File: src/rtl/pipe_stage_skid.sv
// Pipeline register with valid/ready handshake and a 2-entry skid buffer.
// in_ready_o is registered, so downstream stalls never reach upstream combinationally.
module pipe_stage_skid #(
  parameter int               WIDTH      = 70,
  parameter logic [WIDTH-1:0] RESET_DATA = {WIDTH{1'b0}}
) (
  input  logic             clk_i,
  input  logic             rst_i,
  input  logic             flush_i,
  input  logic             in_valid_i,
  output logic             in_ready_o,
  input  logic [WIDTH-1:0] in_data_i,
  output logic             out_valid_o,
  input  logic             out_ready_i,
  output logic [WIDTH-1:0] out_data_o,
  output logic [1:0]       count_o
);

  typedef enum logic [1:0] {
    EMPTY = 2'd0,
    BUSY  = 2'd1,
    FULL  = 2'd2
  } state_e;

  state_e           state_q, state_d;
  logic [WIDTH-1:0] main_q, main_d;
  logic [WIDTH-1:0] skid_q, skid_d;
  logic             in_ready_q;
  logic             in_fire;
  logic             out_fire;

  assign out_valid_o = (state_q != EMPTY);
  assign in_ready_o  = in_ready_q;
  assign out_data_o  = main_q;
  assign in_fire     = in_valid_i & in_ready_q;
  assign out_fire    = out_valid_o & out_ready_i;

  always_comb begin
    count_o = 2'd0;
    unique case (state_q)
      BUSY:    count_o = 2'd1;
      FULL:    count_o = 2'd2;
      default: count_o = 2'd0;
    endcase
  end

  // NOTE: every always_comb output gets a default first, so no path leaves a latch.
  always_comb begin
    state_d = state_q;
    main_d  = main_q;
    skid_d  = skid_q;
    if (flush_i) begin
      // Flush wins: an incoming beat is consumed and dropped; an outgoing one was delivered.
      state_d = EMPTY;
      main_d  = RESET_DATA;
      skid_d  = RESET_DATA;
    end else begin
      unique case (state_q)
        EMPTY: begin
          if (in_fire) begin
            main_d  = in_data_i;
            state_d = BUSY;
          end
        end
        BUSY: begin
          if (in_fire && out_fire) begin
            main_d = in_data_i;
          end else if (in_fire) begin
            skid_d  = in_data_i;
            state_d = FULL;
          end else if (out_fire) begin
            state_d = EMPTY;
          end
        end
        FULL: begin
          if (out_fire) begin
            main_d  = skid_q;
            state_d = BUSY;
          end
        end
        default: state_d = EMPTY;
      endcase
    end
  end

  // NOTE: state uses non-blocking assignments so all registers update from pre-edge values.
  always_ff @(posedge clk_i or negedge rst_i) begin
    if (!rst_i) begin
      state_q    <= EMPTY;
      main_q     <= RESET_DATA;
      skid_q     <= RESET_DATA;
      in_ready_q <= 1'b1;
    end else begin
      state_q    <= state_d;
      main_q     <= main_d;
      skid_q     <= skid_d;
      in_ready_q <= (state_d != FULL);
    end
  end

endmodule

File: config.mk
export PLATFORM = sky130hd
export DESIGN_NAME = pipe_stage_skid
export DESIGN_NICKNAME = d
export VERILOG_FILES = /design/src/rtl/pipe_stage_skid.sv
export SDC_FILE = /design/constraint.sdc
export NUM_CORES = 1
export LEC_CHECK = 0
export CAP_MARGIN = 25
export CORE_ASPECT_RATIO = 0.6
export CORE_MARGIN = 8
export CORE_UTILIZATION = 49
export CTS_BUF_LIST = sky130_fd_sc_hd__clkbuf_16
export DETAILED_ROUTE_END_ITERATION = 10
export PLACE_DENSITY = 0.8
export SLEW_MARGIN = 10
export SYNTH_ARGS = -nofsm -noshare
export SYNTH_HDL_FRONTEND = slang
export SYNTH_SLANG_ARGS = --single-unit
File: constraint.sdc
create_clock -name clk_i -period 2.4 [get_ports clk_i]
set_clock_uncertainty 0.15 [all_clocks]
set_input_delay 0.48 -clock clk_i [delete_from_list [all_inputs] [get_ports clk_i]]
set_output_delay 0.48 -clock clk_i [all_outputs]
set_load 0.05 [all_outputs]
==> impl_metrics.yaml <==
timing:
  fin_crit_sh: 0.950
  hold_viol_final: 0
  fmax_mhz: 438
  worst_slew_pin_slew_ps: 771
  finalSetupViolCount: 0
  fin_ws_ps: 119
  max-slew-margin-rel: 0.486
  final.setup.tns_ps: 0
  rsz0062_at_grt: "false"
  slew_viol_final: 0
  min_period_ps: 2280
die:
  fp.dieH_um: 102
  die_x_um: 159
  core_sq_um: 12000
  die-area_sq_um: 16100
  io_pins: 149
  fp-row-count: 31
  start_util: 0.500
clock_network:
  clk-insertion-delay-late_ps: 410
  cts-root-buf: "clkbuf_16"
  cts.path.max_buffers: 2
  cts_setup_buffers: 0
  clock-sinks: 143
  cts_buffers: 17
  ctsHtreeMaxLevel: 4
  clk_pin_slew_worst_paths_ps: 60
  cts_tree: "built"
yosys:
  syn-num-nets: 560
  synth_mux_area_frac: 0.117
  ys_ff_latch: 143
  synth_top_family_by_area: "compound AO/OA/AOI/OAI gates"
  synth.largest_area_cell: "dfrtp_1"
  synth_cell_type_count: 22
  synthSimpleGateAreaFrac: 0.0549
  synth_fa_ha_area_frac: 0
  yosys_warnings: 0
  synth_compound_area_frac: 0.195
  synth_top_area_frac: 0.593
  ys_seq_area_frac: 0.597
  netlist_area_sq_um: 5990
  syn_inst: 485
  synth-xor-area-share: 0.00146
  synthTopCellsByArea: "dfrtp_1 (59%), mux2i_1 (12%), a22o_1 (10%)"
  avgSynthCellArea_sq_um: 12.4
run_status:
  status: "finished, final reports clean"
detailed_routing:
  routed_wl_um: 15800
  vias: 4552
  drtPass1Iterations: 5
  route.detailed.wl_per_inst_um: 19.6
  routed_via_density: 5.67
  postRouteAntennaNets: 0
  drc: 0
  drtIter0Drc: 342
power:
  power.density_nw_per_um2: 785
  vdd_drop_max_uv: 513
  total_power_mw: 6.58
  p_leak_nw: 4.03
worst_setup_path:
  cp-end-kind: "output pin"
  critPathMaxStageDelay_ps: 840
  crit_family: "buffers and inverters"
  required_ps: 1770
  start_kind: "flop"
  critical_path_class: "flop to output pin"
  crit_chain: "clkdlybuf4s50_1"
  worstPathMaxFanout: 2
  crit_arrival_ps: 1650
  slowest_stage: "clkdlybuf4s50_1"
  path_buf_inv: 1
grt:
  grt_max_degree: 85
  grt_usage: 0.199
  grt-ovfl-total: 0
  grt_pass1_wl_um: 25700
  first_global_vias: 4833
  antenna_found_initial: 0
placement:
  place_ws_ps: 76.2
  placed_cell_area_sq_um: 7760
  routabilityCongestion: 0.828
  portBuffers: 148
  dp_hpwl_um: 10400
hold_path:
  hold_path.class: "input port to flop"
final_layout:
  layout.nets: 701
  diodes: 0
  syn2layout_area_growth_pct: 40.0
  fin_area_sq_um: 8390
  layout-drive-gt1-share: 0.0925
  layout_common_cells: "clkdlybuf4s50_1 (142), dfrtp_1 (142), nand2_1 (72)"
run:
  maxCapViolCount: 0
[stage by stage]
stage | std cells | hold WS (ps) | util
floorplan | 485 | 34.4 | -
global placement | 771 | 301 | 0.647
detailed placement | 771 | 306 | 0.647
CTS | 803 | 231 | 0.700
global route | 803 | 226 | 0.700
finish | 803 | 236 | 0.700
[final timing paths]
kind,start,endpoint,slack [ps],depth (start not counted)
max,out_data_o[26],out_data_o[26],120,1
min in group asynchronous,rst_i,out_data_o[45],450,2
max in group asynchronous,rst_i,in_ready_o,990,3
min reg2reg,out_data_o[55],out_data_o[55],330,2
max reg2reg,state_q[1],out_data_o[62],470,7
min,flush_i,state_q[0],240,2
[layer usage]
metal,global-route usage,vias up,part of all wire
met3,0.0706,12,0.087
met5,0,-,0
li1,-,2082,-
met2,0.299,186,0.45
met4,0.0597,0,0.0073
met1,0.268,2272,0.46
[synth_stat cells]
cell type / instances
dfrtp_1: 142
nand2_1: 72
a22o_1: 70
mux2i_1: 70
o31ai_1: 70
clkbuf_1: 28
buf_2: 15
buf_4: 2
nand2b_1: 2
nor2_1: 2
a211o_1: 1
a221oi_2: 1
a2bb2oi_1: 1
and3b_1: 1
dfstp_2: 1
inv_1: 1
inv_2: 1
nor2b_1: 1
nor3_1: 1
nor4_2: 1
or2_2: 1
xnor2_1: 1
[state kept, by name (all words and copies together) (netlist names)]
signal	flops
state_q	2
in_ready_o	1
out_data_o	70
skid_q	70
[cell families after synthesis]
| group | after synthesis |
|---|---|
| AO/OA/AOI/OAI | 143 |
| XOR/XNOR | 1 |
| buffers and inverters | 47 |
| flip-flops | 143 |
| multiplexers | 70 |
| AND/OR/NAND/NOR | 81 |
[where the power goes]
part	leakage (nW)	switching (mW)	internal, mW
clock	0.297	1.01	1.73
sequential	1.92	0.0897	2.55
combinational	1.82	0.753	0.444
[final cells by class]
cell class | count | area [sq um]
Clock buffer | 17 | 425
Clock inverter | 14 | 191
Fill cell | 818 | 3600
Inverter | 2 | 7.51
Multi-Input combinational cell | 295 | 2240
Sequential cell | 143 | 3580
Tap cell | 165 | 206
Timing Repair Buffer | 167 | 1730
[timing repair]
item                                    4_1_cts  5_1_grt
hold buffers                                  1        0
resized for setup                             1        1
endpoints found under the hold margin        47        0
endpoints found under the setup margin        1        1
cloned                                        0        0
Note: power is estimated with default switching activity, not from simulation.
